==> src/rtl/usr_pkg.sv <==
// Shared types for the universal shift register.
// USR_ROTATE_EN enables the ROR/ROL modes; without it those modes behave as HOLD.
package usr_pkg;

    typedef enum logic [2:0] {
        MODE_HOLD  = 3'd0,
        MODE_SHR   = 3'd1,
        MODE_SHL   = 3'd2,
        MODE_LOAD  = 3'd3,
        MODE_ROR   = 3'd4,
        MODE_ROL   = 3'd5,
        MODE_ASR   = 3'd6,
        MODE_CLEAR = 3'd7
    } usr_mode_e;

    typedef enum logic {
        IDLE = 1'b0,
        RUN  = 1'b1
    } usr_state_e;

    function automatic logic is_step_mode(input usr_mode_e m);
        case (m)
            MODE_SHR, MODE_SHL, MODE_ASR: is_step_mode = 1'b1;
`ifdef USR_ROTATE_EN
            MODE_ROR, MODE_ROL:           is_step_mode = 1'b1;
`endif
            default:                      is_step_mode = 1'b0;
        endcase
    endfunction

endpackage

==> src/rtl/usr_step_logic.sv <==
// One shift/rotate step: next register value and the bit leaving the register.
// Rotate paths exist only when USR_ROTATE_EN is defined.
module usr_step_logic
    import usr_pkg::*;
#(
    parameter int WIDTH = 8
) (
    input  logic [2:0]       mode,
    input  logic [WIDTH-1:0] value,
    input  logic             ser_in_l,
    input  logic             ser_in_r,
    output logic [WIDTH-1:0] next_value,
    output logic             out_bit
);

    always_comb begin
        next_value = value;
        out_bit    = 1'b0;
        case (mode)
            MODE_SHR: begin
                next_value = {ser_in_l, value[WIDTH-1:1]};
                out_bit    = value[0];
            end
            MODE_SHL: begin
                next_value = {value[WIDTH-2:0], ser_in_r};
                out_bit    = value[WIDTH-1];
            end
            MODE_ASR: begin
                next_value = {value[WIDTH-1], value[WIDTH-1:1]};
                out_bit    = value[0];
            end
`ifdef USR_ROTATE_EN
            MODE_ROR: begin
                next_value = {value[0], value[WIDTH-1:1]};
                out_bit    = value[0];
            end
            MODE_ROL: begin
                next_value = {value[WIDTH-2:0], value[WIDTH-1]};
                out_bit    = value[WIDTH-1];
            end
`endif
            default: begin
                next_value = value;
                out_bit    = 1'b0;
            end
        endcase
    end

endmodule

==> src/rtl/param_universal_shift_reg.sv <==
// Parametrised universal shift register with command handshake and repeat count.
// USR_ROTATE_EN selects whether modes 4/5 rotate or act as HOLD.
//
// state | meaning
// IDLE  | ready for a command; single-step commands complete at the accept edge
// RUN   | steps 2..N of a multi-step command executing, one per edge
module param_universal_shift_reg
    import usr_pkg::*;
#(
    parameter int WIDTH = 8,
    parameter int CNT_W = 4
) (
    input  logic             clk,
    input  logic             rst,
    input  logic             cmd_valid,
    output logic             cmd_ready,
    input  logic [2:0]       cmd_mode,
    input  logic [CNT_W-1:0] cmd_count,
    input  logic [WIDTH-1:0] data_in,
    input  logic             ser_in_l,
    input  logic             ser_in_r,
    output logic [WIDTH-1:0] parallel_q,
    output logic             serial_q,
    output logic             busy,
    output logic             done
);

    usr_state_e       state, state_next;
    usr_mode_e        mode_q, mode_next;
    logic [CNT_W-1:0] cnt, cnt_next;
    logic [WIDTH-1:0] pq_next;
    logic             sq_next;
    logic             done_next;
    logic             accept;
    usr_mode_e        step_mode;
    logic [WIDTH-1:0] step_value;
    logic             step_bit;

    assign busy      = (state == RUN);
    assign cmd_ready = ~busy;
    assign accept    = cmd_valid & cmd_ready;
    assign step_mode = (state == RUN) ? mode_q : usr_mode_e'(cmd_mode);

    usr_step_logic #(.WIDTH(WIDTH)) u_step (
        .mode       (step_mode),
        .value      (parallel_q),
        .ser_in_l   (ser_in_l),
        .ser_in_r   (ser_in_r),
        .next_value (step_value),
        .out_bit    (step_bit)
    );

    always_comb begin
        state_next = state;
        mode_next  = mode_q;
        cnt_next   = cnt;
        pq_next    = parallel_q;
        sq_next    = serial_q;
        done_next  = 1'b0;
        if (state == RUN) begin
            pq_next = step_value;
            sq_next = step_bit;
            // cnt holds the steps still to run; reaching 1 means this edge is step N
            if (cnt == CNT_W'(1)) begin
                state_next = IDLE;
                done_next  = 1'b1;
            end else begin
                cnt_next = cnt - CNT_W'(1);
            end
        end else if (accept) begin
            done_next = 1'b1;
            mode_next = usr_mode_e'(cmd_mode);
            case (usr_mode_e'(cmd_mode))
                MODE_LOAD:  pq_next = data_in;
                MODE_CLEAR: pq_next = '0;
                default: begin
                    if (is_step_mode(usr_mode_e'(cmd_mode)) && cmd_count != '0) begin
                        pq_next = step_value;
                        sq_next = step_bit;
                        if (cmd_count > CNT_W'(1)) begin
                            state_next = RUN;
                            cnt_next   = cmd_count - CNT_W'(1);
                            done_next  = 1'b0;
                        end
                    end
                end
            endcase
        end
    end

    always_ff @(posedge clk or negedge rst) begin
        if (!rst) begin
            state      <= IDLE;
            mode_q     <= MODE_HOLD;
            cnt        <= '0;
            parallel_q <= '0;
            serial_q   <= 1'b0;
            done       <= 1'b0;
        end else begin
            state      <= state_next;
            mode_q     <= mode_next;
            cnt        <= cnt_next;
            parallel_q <= pq_next;
            serial_q   <= sq_next;
            done       <= done_next;
        end
    end

endmodule

==> config.mk <==
export PLATFORM = sky130hd
export DESIGN_NAME = param_universal_shift_reg
export DESIGN_NICKNAME = d
export VERILOG_FILES = /design/src/rtl/usr_pkg.sv /design/src/rtl/usr_step_logic.sv /design/src/rtl/param_universal_shift_reg.sv
export SDC_FILE = /design/constraint.sdc
export NUM_CORES = 1
export LEC_CHECK = 0
export CELL_PAD_IN_SITES_DETAIL_PLACEMENT = 2
export CELL_PAD_IN_SITES_GLOBAL_PLACEMENT = 2
export CORE_AREA = 2 2 66 68
export DETAILED_ROUTE_END_ITERATION = 8
export DIE_AREA = 0 0 68 70
export DONT_BUFFER_PORTS = 1
export GPL_TIMING_DRIVEN = 0
export PLACE_DENSITY = 0.81
export SYNTH_ARGS = -nofsm -noshare
export SYNTH_HDL_FRONTEND = slang
export SYNTH_SLANG_ARGS = --single-unit
==> constraint.sdc <==
create_clock -name clk -period 2.4 [get_ports clk]
set_clock_uncertainty 0.05 [all_clocks]
set_input_delay 0.24 -clock clk [delete_from_list [all_inputs] [get_ports clk]]
set_output_delay 0.24 -clock clk [all_outputs]
set_load 0.01 [all_outputs]
[After elaboration in Yosys (flattened, before gate mapping)]
Index checks and enable logic that the tools add are counted.
Word-level totals
  logic and storage cells: 68
  output and inout port bits: 12
  register bits: 18
  input bits: 20
Cells by class
  bitwise logic cells: 2
  multiplexer cells: 33
  magnitude comparators: 1
  add/sub/neg operators: 2
  reductions and logical operators: 13
  equal/unequal tests: 11
Operators by type and width (count)
  $mux 4: 6
  $mux 8: 3
  $pmux 8 s3: 1
  $mux 1: 20
  $pmux 8 s2: 1
  $eq 3x2->1 const B: 3
  $eq 3x3->1 const B: 3
  $reduce_bool 4->1: 2
  $sub 4x1->4 const B: 2
  $eq 3x1->1 const B: 2
  $reduce_bool 2->1: 3
  $reduce_and 5->1: 1
  $eq 4x1->1 const B: 1
  $gt 4x1->1 const B: 1
  $reduce_and 2->1: 2
  $reduce_or 2->1: 2
  $mux 3: 1
  $reduce_and 3->1: 1
  $reduce_or 3->1: 1
  $ne 2x1->1 const B: 1
  $ne 2x2->1 const B: 1
  $pmux 1 s2: 1
  $and 1x1->1: 1
  $logic_and 1x1->1: 1
  $not 1->1: 1

[Logic depth before layout (Yosys ltp)]
Gate-level depths: netlist of the first run.
  depth after elaboration: 11
  mapped depth: 8
  mapped depth without buffers: 7

[By module]
Synthesis of the first run repeated with hierarchy kept, for this count alone.
Unflattened totals
  cells, all modules: 174
  area, all modules: 1570.3 um^2
By module, submodules not included
  param_universal_shift_reg: cells each 112, instances 1, area an instance 1099.8 um^2, seq. area each 450.4 um^2
  usr_step_logic: cells each 62, instances 1, area an instance 470.5 um^2, seq. area each 0.0 um^2

[Least setup slack after synthesis of the first run]
No wires, ideal clock.
  path type: register to register
  from: reg state (netlist: busy)
  to: reg parallel_q[0]
  slack: 0.739 ns
  arrival time: 1.472 ns
  period minus slack after synthesis: 1.661 ns
  required time: 2.211 ns
  stages on the path, launching flop included: 8
  setup time: 0.139 ns
  buffers on the path: 2
  path through: dfrtp_1 > buf_6 > mux2i_4 > o21ai_2 > and2_1 > buf_6 > o221ai_1 > o221ai_1
Between the ends
  word-level cells in the longest chain between the ends: 7
  elaborated cells between the ends (all ways): 14
  classes of those cells: 3 x eq/ne; 6 x mux; 2 x bitwise; 3 x reduce/logical
Ends and longest elaborated chain
  from (decl): line param_universal_shift_reg.sv:28  | usr_state_e state, state_next;
  from (signal assigned): line param_universal_shift_reg.sv:100  | state <= state_next;
  $mux 3: line param_universal_shift_reg.sv:42  | assign step_mode = (state == RUN) ? mode_q : usr_mode_e'(cmd_mode);
  $eq 3x3->1 (tied with other cells): line usr_step_logic.sv:19  | case (mode)
  $pmux 8 s3: line usr_step_logic.sv:19
  $mux 8: line param_universal_shift_reg.sv:77  | if (is_step_mode(usr_mode_e'(cmd_mode)) && cmd_count != '0) begin
  $pmux 8 s2: line param_universal_shift_reg.sv:73  | case (usr_mode_e'(cmd_mode))
  $mux 8: line param_universal_shift_reg.sv:70  | end else if (accept) begin
  $mux 8: line param_universal_shift_reg.sv:60  | if (state == RUN) begin
  to (signal assigned): line param_universal_shift_reg.sv:103  | parallel_q <= pq_next;
  to (decl): line param_universal_shift_reg.sv:22  | output logic [WIDTH-1:0] parallel_q,
Several ways; a longest one is shown, not always the timed one. The select of a mux whose other input is x is not followed.
A chain may end at the register's enable or synchronous reset.

[Worst setup path after layout of the first run]
  from: reg state (netlist: busy)
  to: reg parallel_q[4]
Same word-level chain as after synthesis.

==> results of run 1 <==
## Yosys cell counts, types with 2 or more instances
master	n
ha_1	5
dfrtp_1	18
o221ai_1	15
nand3_1	2
nor3_1	3
xnor2_1	2
a21oi_1	6
inv_1	12
nand2_1	13
a211o_1	2
buf_6	3
nor2b_1	2
o21ai_1	3
nor2_1	13
nor3b_2	2
mux2_2	4
o21ai_2	4
## timing repair
item,in CTS,in global routing
hold endpoints to repair,18,0
hold buffers,1,0
gates resized for setup,0,0
buffers inserted,0,0
## how the worst max path moves through the flow
stage	cells after the start	from	to
floorplan	7	busy	parallel_q[0]
global route	7	busy	parallel_q[4]
finish	7	busy	parallel_q[4]
global placement	7	busy	parallel_q[4]
CTS	7	busy	parallel_q[4]
detailed placement	7	busy	parallel_q[4]
## metal layers
layer | vias to the layer above | track usage [%] | share of wire (%)
met2 | 29 | 29.6 | 52
li1 | 521 | - | -
met1 | 555 | 20.4 | 41
met5 | - | 0 | 0
met4 | 0 | 7.56 | 1.7
met3 | 6 | 2.90 | 5.5
## final cells by class
type / instances / share of cell area [%]
inverter: 13 / 3.64
multi-input combinational: 103 / 52.9
sequential: 18 / 30.5
timing repair buffer: 1 / 0.678
buffer: 6 / 4.15
clock buffer: 4 / 3.73
tap: 52 / 4.41
## logic make-up after synthesis
family | after synthesis | synth area share [%]
buf+inv | 19 | 8.55
fa+ha+maj | 5 | 4.65
compound gates | 42 | 25.7
xor+xnor | 3 | 1.95
flops | 18 | 33.5
simple gates | 46 | 19.1
mux | 7 | 6.60
## worst max-delay path, stage by stage, from the launching register on
cell      delay (ns)
dfrtp_1         0.42
buf_6           0.20
mux2i_4         0.31
o21ai_2         0.12
and2_1          0.18
buf_6           0.13
o221ai_1        0.18
o221ai_1        0.15
## sequential cells by signal, indices dropped and copies added, names as in the netlist
| register | count |
|---|---|
| serial_q | 1 |
| parallel_q | 8 |
| busy | 1 |
| cnt | 4 |
| done | 1 |
| mode_q | 3 |
## power by group
group | internal [uW] | switching [uW]
sequential | 457 | 220
combinational | 508 | 547
clock | 146 | 125
## per-stage QoR
| stage | total power [uW] | cell area, um2 | hold WS, ns | utilization (%) | cells |
|---|---|---|---|---|---|
| floorplan | 1480 | 1350 | -0.106 | - | 140 |
| global placement | 1650 | 1410 | -0.105 | 34.1 | 192 |
| detailed placement | 1740 | 1410 | -0.105 | 34.1 | 192 |
| CTS | 2030 | 1480 | 0.0480 | 35.6 | 197 |
| global route | 2180 | 1480 | 0.0551 | 35.6 | 197 |
| finish | 2000 | 1480 | 0.0550 | 35.6 | 197 |
==> results.md, run 1 <==
- RR Endpoint: parallel_q[4]
- Worst Hold Launch: data_in[3]
- Global-route wire length before repair: 6150 um
- CTS Buf Count: 3
- Mapped Nets: 165
- Routability Congestion: 0.755
- Die area: 4760 um2
- Synth warn: 0
- Worst setup SP type: flop
- Largest cells by area after synthesis: dfrtp_1 (33%), o221ai_1 (9.8%), ha_1 (4.6%), nand2_1 (3.6%), nor2_1 (3.6%)
- Max_cap viols: 0
- Required time worst endpoint: 2.49 ns
- Initial Util: 32.5%
- Setup WS post-layout: 0.529 ns
- Register bit total from synthesis: 18
- Period minus WS final: around 1.9 ns
- EDFF count, synth: 0
- Clk buf depth: 2
- Most common cell after layout, fill and taps aside: dfrtp_1
- Vias in the first global route: 1,177
- Layout Nets: 171
- Pwr/cell area: 1360 nW/um2
- Yosys top cell area share: 33.5%
- WL final: 3830 um
- DRC marker count from the first detailed-route iteration: 80
- Rel. slew slack: 40.2%
- Asr flop ratio synth: 100%
- Endpoints failing setup: 0
- Initial antenna violation count: 0
- I/O pin total: 32
- CTS tree: done
- Crit Reg-Reg Startpoint: busy
- Area leader, netlist: dfrtp_1
- Number of antenna repair diodes: 0
- DR DRC count: 0
- R2r setup slk: ~0.53 ns
- Largest net degree at the start of global routing: 19
- WL per Instance: 19.4 um
- Core area: 4140 um2
- Setup crit end kind: flop
- Yosys cell types: 48
- Area Overhead vs Synth: 9.67%
- RSZ-0062 raised after global routing: false
- Max Freq: 535 MHz
- Clock Latency Late Sink: approximately 0.26 ns
- CTS H-tree depth: 1
- Gate Count Post-Synth: 140
- Worst vdd ir: 0.353 mV
- Drt via density: 5.64
- Detailed Routing Iterations Pass 1: 4
- Footprint of the multi-input gates: 781 um2
- Clock root cell: clkbuf_8
- Placed wire-length estimate: ~2900 um
- Input/output buffers: 0
- Critical path class: reg -> reg
- Total global routing overflow: 0
- CTS clock-pin slew for the worst setup and hold paths: 0.08 ns
- Fin. Hold Viols: 0
- Fraction of layout cells with a size suffix above 1: 21.4%
- Period utilization: slightly below 80%
- Worst min path class: in -> reg
- Overall routing resource usage: 17.2%
- FF/Latch Area: approximately 450 um2
- DIE HEIGHT: 70 um
- CTS sink cnt: 18
- Rows: 24
- Worst r2r path cells: 7
- Max Slew Vio Count: 0
- Most frequent cells in the layout: dfrtp_1 (18), o221ai_1 (15), nor2_1 (13), nand2_1 (13), inv_1 (12)
- Leak: approximately 0.00063 uW
- Outcome: finished, final reports clean
- Post-Route Setup TNS: 0 ns
- Fill count: 457
- Die Width: 68 um
- Hold EP: parallel_q[3]
- Crit path DAT: 1.96 ns
- Worst Path Max Fanout: 9
- ANT nets after route: 0
- Mean Syn Cell Area: 9.62 um2
- Synthesized area: between 1000 and 1500 um2
- Slew @ Worst Pin: a little under 0.9 ns
- Seq/Total Area, Yosys: about a third
- Ys flop type: dfrtp_1
- Via count: roughly 1.1k
- Hold Crit Depth: 2
- Post-placement setup slack: 0.533 ns
No activity file was read; power rests on OpenSTA's default activity.
==> inputs of run 2 (changes only) <==
- clock period: 2.4 -> 1.75 ns (I/O delays scaled with it)
==> run 2 against run 1 <==
Compared with the run above: clock power up 40%; hold slack worse by 0.065 ns; largest cell class unchanged; critical endpoint unchanged; sequential power up 44%; critical path type unchanged; sequential cell count unchanged; maximum frequency up 8.6%; routed wire length up 12%; critical path depth down 1; final area up 14%; core utilization up 4.9 points; the run now ends with negative hold slack left; global-route usage up 1.7 points; final cell count up 5.6%.
==> results.md, run 2 (synthesized netlist as in run 1, its figures left out) <==
- Outcome: finished with violations
- Failing checks: negative hold slack
- Number of antenna repair diodes: 0 (unchanged)
- Footprint of the multi-input gates: 878 um2 (+12%)
- Total global routing overflow: 0 (unchanged)
- Die Width: 68 um (unchanged)
- Max Freq: 580 MHz (+8.6%)
- DRC marker count from the first detailed-route iteration: 79 (-1.3%)
- Top Layer Used: met4
- Clk buf depth: 2 (unchanged)
- Drt via density: 5.64 (about the same)
- Period utilization: 98.5% (+21 points)
- Flop pwr share: 30.9% (-2.9 points)
- Rel. slew slack: 39.3% (-0.98 points)
- Worst Setup SP: busy
- Post-Route Setup TNS: 0 ns (unchanged)
- Period minus WS final: 1.72 ns (-0.148 ns)
- Worst min path class: in -> reg
- Layout Nets: 182 (+6.4%)
- Initial Util: 32.5% (unchanged)
- Logic gate share of total power: 57.0% (+4.3 points)
- Detailed Routing Iterations Pass 1: 4 (unchanged)
- Wire length on met2: 2290 um (+15%)
- Hold EP: parallel_q[4]
- Tot Pwr: 3150 uW (+57%)
- CTS tree: done
- Crit Reg-Reg Startpoint: busy
- Post-placement setup slack: -0.117 ns (-0.650 ns)
- Worst vdd ir: 0.504 mV (+43%)
- Most frequent cells in the layout: dfrtp_1 (17), inv_1 (12), nor2_1 (12), nand2_1 (12)
- WL final: 4280 um (+12%)
- Cell Area, Placed: 1410 um2 (unchanged)
- Input/output buffers: 0 (unchanged)
- Area Overhead vs Synth: 24.7%
- Routability Congestion: 0.755 (unchanged)
- Required time worst endpoint: 1.84 ns (-0.65 ns)
- Via count: 1,173 (+5.6%)
- Hold Crit Depth: 2 (unchanged)
- ANT nets after route: 0 (unchanged)
- Clock root cell: clkbuf_8
- Hold slack: -0.00985 ns (-0.0649 ns)
- Largest registers: parallel_q (8), cnt (4), mode_q (3)
- Fin. Hold Viols: 1 (+1)
- RSZ-0062 raised after global routing: true
- CTS clock-pin slew for the worst setup and hold paths: 0.08 ns (about the same)
- Max_cap viols: 0 (unchanged)
- Slew @ Worst Pin: 0.908 ns (+0.0147 ns)
- Leak: 0.000694 uW (+11%)
- Vias in the first global route: 1,268 (+7.7%)
- Worst Hold Launch: data_in[4]
- Max Slew Vio Count: 0 (unchanged)
- Most common cell after layout, fill and taps aside: dfrtp_1
- Fill count: 445 (-2.6%)
- Die area: 4760 um2 (unchanged)
- Routed wl met3: 211 um (unchanged)
- Largest Register: parallel_q
- Net switching share of the total power: 45.4% (+0.91 points)
- Endpoints failing setup: 0 (unchanged)
- Worst r2r path cells: 6 (-1)
- Sw power: 1430 uW (+61%)
- Metal1 wirelength: 1690 um (+8.2%)
- Pwr/cell area: 1880 nW/um2 (+38%)
- I/O pin total: 32 (unchanged)
- CTS Buf Count: 3 (unchanged)
- DR DRC count: 0 (unchanged)
- Crit path DAT: 1.82 ns (-0.14 ns)
- Largest net degree at the start of global routing: 19 (unchanged)
- Placed wire-length estimate: 2930 um (unchanged)
- R2r setup slk: 0.03 ns (-0.50 ns)
- DIE HEIGHT: 70 um (unchanged)
- Fraction of layout cells with a size suffix above 1: 31.4% (+10 points)
- Overall routing resource usage: 18.9% (+1.7 points)
- Setup WS post-layout: 0.0270 ns (-0.502 ns)
- Worst Path Max Fanout: 7 (-2)
- Max reg flops: 8 (unchanged)
- Cell area after layout: 1680 um2 (+14%)
- CTS sink cnt: 18 (unchanged)
- WL per Instance: 20.6 um (+5.9%)
- FF/Latch Area: 452 um2 (+0.28%)
- Clock Latency Late Sink: 0.27 ns (about the same)
- Setup crit end kind: flop
- RR Endpoint: parallel_q[4]
- Power Internal: 1720 uW (+55%)
- Initial antenna violation count: 0 (unchanged)
- Rows: 24 (unchanged)
- Critical path class: reg -> reg
- Core area: 4140 um2 (unchanged)
- Clock share of power: 12.1% (-1.5 points)
- CTS H-tree depth: 1 (unchanged)
- Worst setup SP type: flop
- Global-route wire length before repair: 6660 um (+8.3%)
-- run 2: how the worst max path moves through the flow --
stage                         end  slack [ns]  cells past startpoint
floorplan           parallel_q[0]        0.09                      7
global placement    parallel_q[4]       -0.03                      7
detailed placement  parallel_q[4]       -0.12                      7
CTS                 parallel_q[7]      -0.007                      7
global route        parallel_q[7]       -0.04                      7
finish              parallel_q[4]        0.03                      6
-- run 2: routing by layer --
| metal | vias up | global-route usage [%] |
|---|---|---|
| li1 | 545 | - |
| met4 | 0 | 7.56 |
| met1 | 583 | 21.5 |
| met5 | - | 0 |
| met2 | 38 | 34.2 |
| met3 | 7 | 2.74 |
-- run 2: worst max-delay path, stage by stage, from the launching register on --
cell and delay (ns):
dfrtp_2 0.46, buf_6 0.16, and3b_4 0.20, o21ai_4 0.15, or2b_4 0.33, nor2_1 0.11
o221ai_1 0.13
-- run 2: area by class of cell --
type / instances / share of cell area [%]
buffer: 5 / 2.98
clock buffer: 4 / 3.28
inverter: 13 / 3.20
multi-input combinational: 103 / 52.3
sequential: 18 / 26.9
tap: 52 / 3.87
timing repair buffer: 13 / 7.45
-- run 2: per-stage QoR --
| step | std cells | util [%] |
|---|---|---|
| after global routing | 208 | 40.5 |
| after detailed placement | 192 | 34.1 |
| after floorplan | 140 | - |
| after CTS | 208 | 38.8 |
| after global placement | 192 | 34.1 |
| final | 208 | 40.5 |
-- run 2: timing repair --
| action | CTS | global route |
|---|---|---|
| hold endpoints to repair | 25 | 0 |
| setup buffers | 3 | 1 |
| hold buffers | 8 | 0 |
| cloned | 1 | 0 |
| gates resized for setup | 8 | 14 |
| endpoints found under the setup margin | 9 | 9 |
| pin swaps | 6 | 9 |
-- run 2: power groups by stage --
stage | Clock, uW | Combinational [uW] | Sequential, uW
2_1_floorplan | 0 | 1180 | 856
3_3_place_gp | 0 | 1350 | 914
3_5_place_dp | 0 | 1450 | 943
4_1_cts | 378 | 1620 | 948
5_1_grt | 394 | 1970 | 1020
6_report | 380 | 1800 | 974
==> RTL edit (config.mk and constraints of run 2) <==
The option `USR_ROTATE_EN` is turned on by a define.
--- a/src/rtl/usr_pkg.sv
+++ b/src/rtl/usr_pkg.sv
@@ -1,4 +1,6 @@
 // Shared types for the universal shift register.
 // USR_ROTATE_EN enables the ROR/ROL modes; without it those modes behave as HOLD.
+`define USR_ROTATE_EN
+
 package usr_pkg;
 
Check against the original RTL: not equivalent (Yosys sat finds a counterexample within 4 cycles, from zero or initial values and one cycle with rst low).
==> RTL edit against run 2 <==
Synthesized cell count up 7.9%; sequential cell count unchanged; final area grew 8.0%; cell count grew 9.6%; first-iteration DRC count is 20% lower; worst hold slack better by 0.027 ns; power grew 26%; worst setup slack worse by 0.18 ns; wire length rose by 20%; the run ends with negative setup slack left; sequential share of layout area fell by 2.0 points; area after synthesis rose by 1.5%; fmax is 9.4% lower.
==> RTL edit: results (changes against run 2) <==
metric,value,unit,change
post-cts-setup-buffers,9,,+6
grt_util_all_layers,20.4,%,+1.5 points
postPlaceCellArea,1430,µm²,+1.5%
detailedPlace.worstSlack,-0.268,ns,-0.151 ns
cts-resized-gates,10,,+2
cp_slowest_stage_delay,0.49,ns,+0.03 ns
power.leakage,0.773,nW,+12%
number_of_global_route_vias_before_repair,1509,,+19%
instances_no_fill,228,,+9.6%
failed_checks,negative setup slack,,
setup_tns,-0.898,ns,-0.898 ns
met2RoutedLength,2.82,mm,+23%
synth_sequential_area_ratio,33.0,%,-0.49 points
number_of_buffers_created_by_cts,3,,unchanged
synth-edff-count,0,,unchanged
drt_iter0_markers,63,,-20%
critical_path_class,flip-flop to flip-flop,,
gr_layer_usage_met1,23.3,%,+1.8 points
insertion_delay,0.25,ns,-0.02 ns
worstHoldStart,cmd_mode[0],,
grt_first_pass_wirelength,7.33,mm,+10%
netlist_instances,151,,+7.9%
hold_viol_final,0,,-1
synthArstFlopShare,100,%,unchanged
gr_met2_demand_resource,36.5,%,+2.3 points
place_hpwl,3.33,mm,+14%
final_critical_path_setup_slack,-0.151,ns,-0.178 ns
wl_met3,208,µm,-1.4%
finalHoldWorstSlack,0.0170,ns,+0.0268 ns
irDropWorstVdd,0.000508,V,+0.80%
wl_met1,2.03,mm,+20%
synthDistinctLibCells,41,,-15%
cts_root_buffer,sky130_fd_sc_hd__clkbuf_8,,
drive_gt1_share,34.7,%,+3.2 points
design.final.nets,202,,+11%
worstRegToRegCells,7,,+1
post_synth_fa_ha_maj_area_fraction,4.58,%,-0.068 points
netlist_top_cells_area,"sky130_fd_sc_hd__dfrtp_1 33%, sky130_fd_sc_hd__a21oi_1 7.7%, sky130_fd_sc_hd__mux2_2 4.9%, sky130_fd_sc_hd__ha_1 4.6%, sky130_fd_sc_hd__mux2i_1 3.7%",,
worst_slew_margin_rel,42.2,%,+2.9 points
crit_arrival,2.03,ns,+0.21 ns
antenna_cells,0,,unchanged
hold_buffers,1,,-7
synth_compound_gate_area_share,25.8,%,+0.081 points
synth_xor_xnor_area_share,1.92,%,-0.029 points
gp_routability_congestion,0.774,,+2.5%
grtUsageMet3,4.19,%,+1.4 points
status,"complete, but fails checks",,
min_delay_path_depth,1,,-1
wire_per_inst,22.5,µm,+9.6%
timing.critical_path.fanout_max,6,,-1
cp_slowest_cell,sky130_fd_sc_hd__or4_4,,
muxShareOfSynthArea,15.1,%,+8.5 points
vias,1347,,+15%
timing.final.setup_violations,9,,+9
mappedNetlistNets,176,,+6.7%
synth.cells.most_frequent,"21 x sky130_fd_sc_hd__a21oi_1, 18 x sky130_fd_sc_hd__dfrtp_1, 12 x sky130_fd_sc_hd__nand2_1, 12 x sky130_fd_sc_hd__nor2_1",,
synth_most_common_cell,sky130_fd_sc_hd__a21oi_1,,
RTL edit: cell count changes in the layout (fill, tap and decap cells not counted), sizes merged, moves of 3 or more:
cell | run 2 | this run
nand2 | 13 | 16
dlygate4sd3 | 8 | 2
buf | 10 | 20
o221ai | 16 | 3
o22ai | 0 | 3
mux2 | 5 | 8
mux2i | 2 | 8
a21oi | 6 | 21
a2bb2oi | 1 | 5
inv | 13 | 8
RTL edit: worst register-to-register path, stage by stage, from the launching register on:
cell and delay (ns):
sky130_fd_sc_hd__dfrtp_2 0.48, sky130_fd_sc_hd__buf_8 0.17, sky130_fd_sc_hd__mux2i_4 0.21, sky130_fd_sc_hd__buf_6 0.15
sky130_fd_sc_hd__nand2_4 0.08, sky130_fd_sc_hd__o22ai_2 0.08, sky130_fd_sc_hd__or4_4 0.49, sky130_fd_sc_hd__a22oi_2 0.12
RTL edit: final cells by class:
| cell class | instances | area (µm²) |
|---|---|---|
| fillers | 443 | 2330 |
| multi-input cells | 122 | 1010 |
| flip-flops and latches | 18 | 452 |
| repair buffers | 21 | 178 |
| well taps | 52 | 65.1 |
| clock buffers | 4 | 55.1 |
| inverters | 8 | 30.0 |
| plain buffers | 3 | 25.0 |
RTL edit: power breakdown:
group	switching [mW]	leakage (nW)	total, mW	internal [mW]
registers	0.389	0.205	1.02	0.630
logic	1.32	0.539	2.60	1.27
clock network	0.150	0.0288	0.350	0.200
total	1.86	0.773	3.97	2.10
RTL edit: final timing paths:
| check | to |
|---|---|
| worst min register to register | cnt[1] |
| worst max-delay path | parallel_q[0] |
| min in group asynchronous | parallel_q[0] |
| worst min-delay path | mode_q[0] |
| worst max register to register | parallel_q[0] |
| max in group asynchronous | busy |
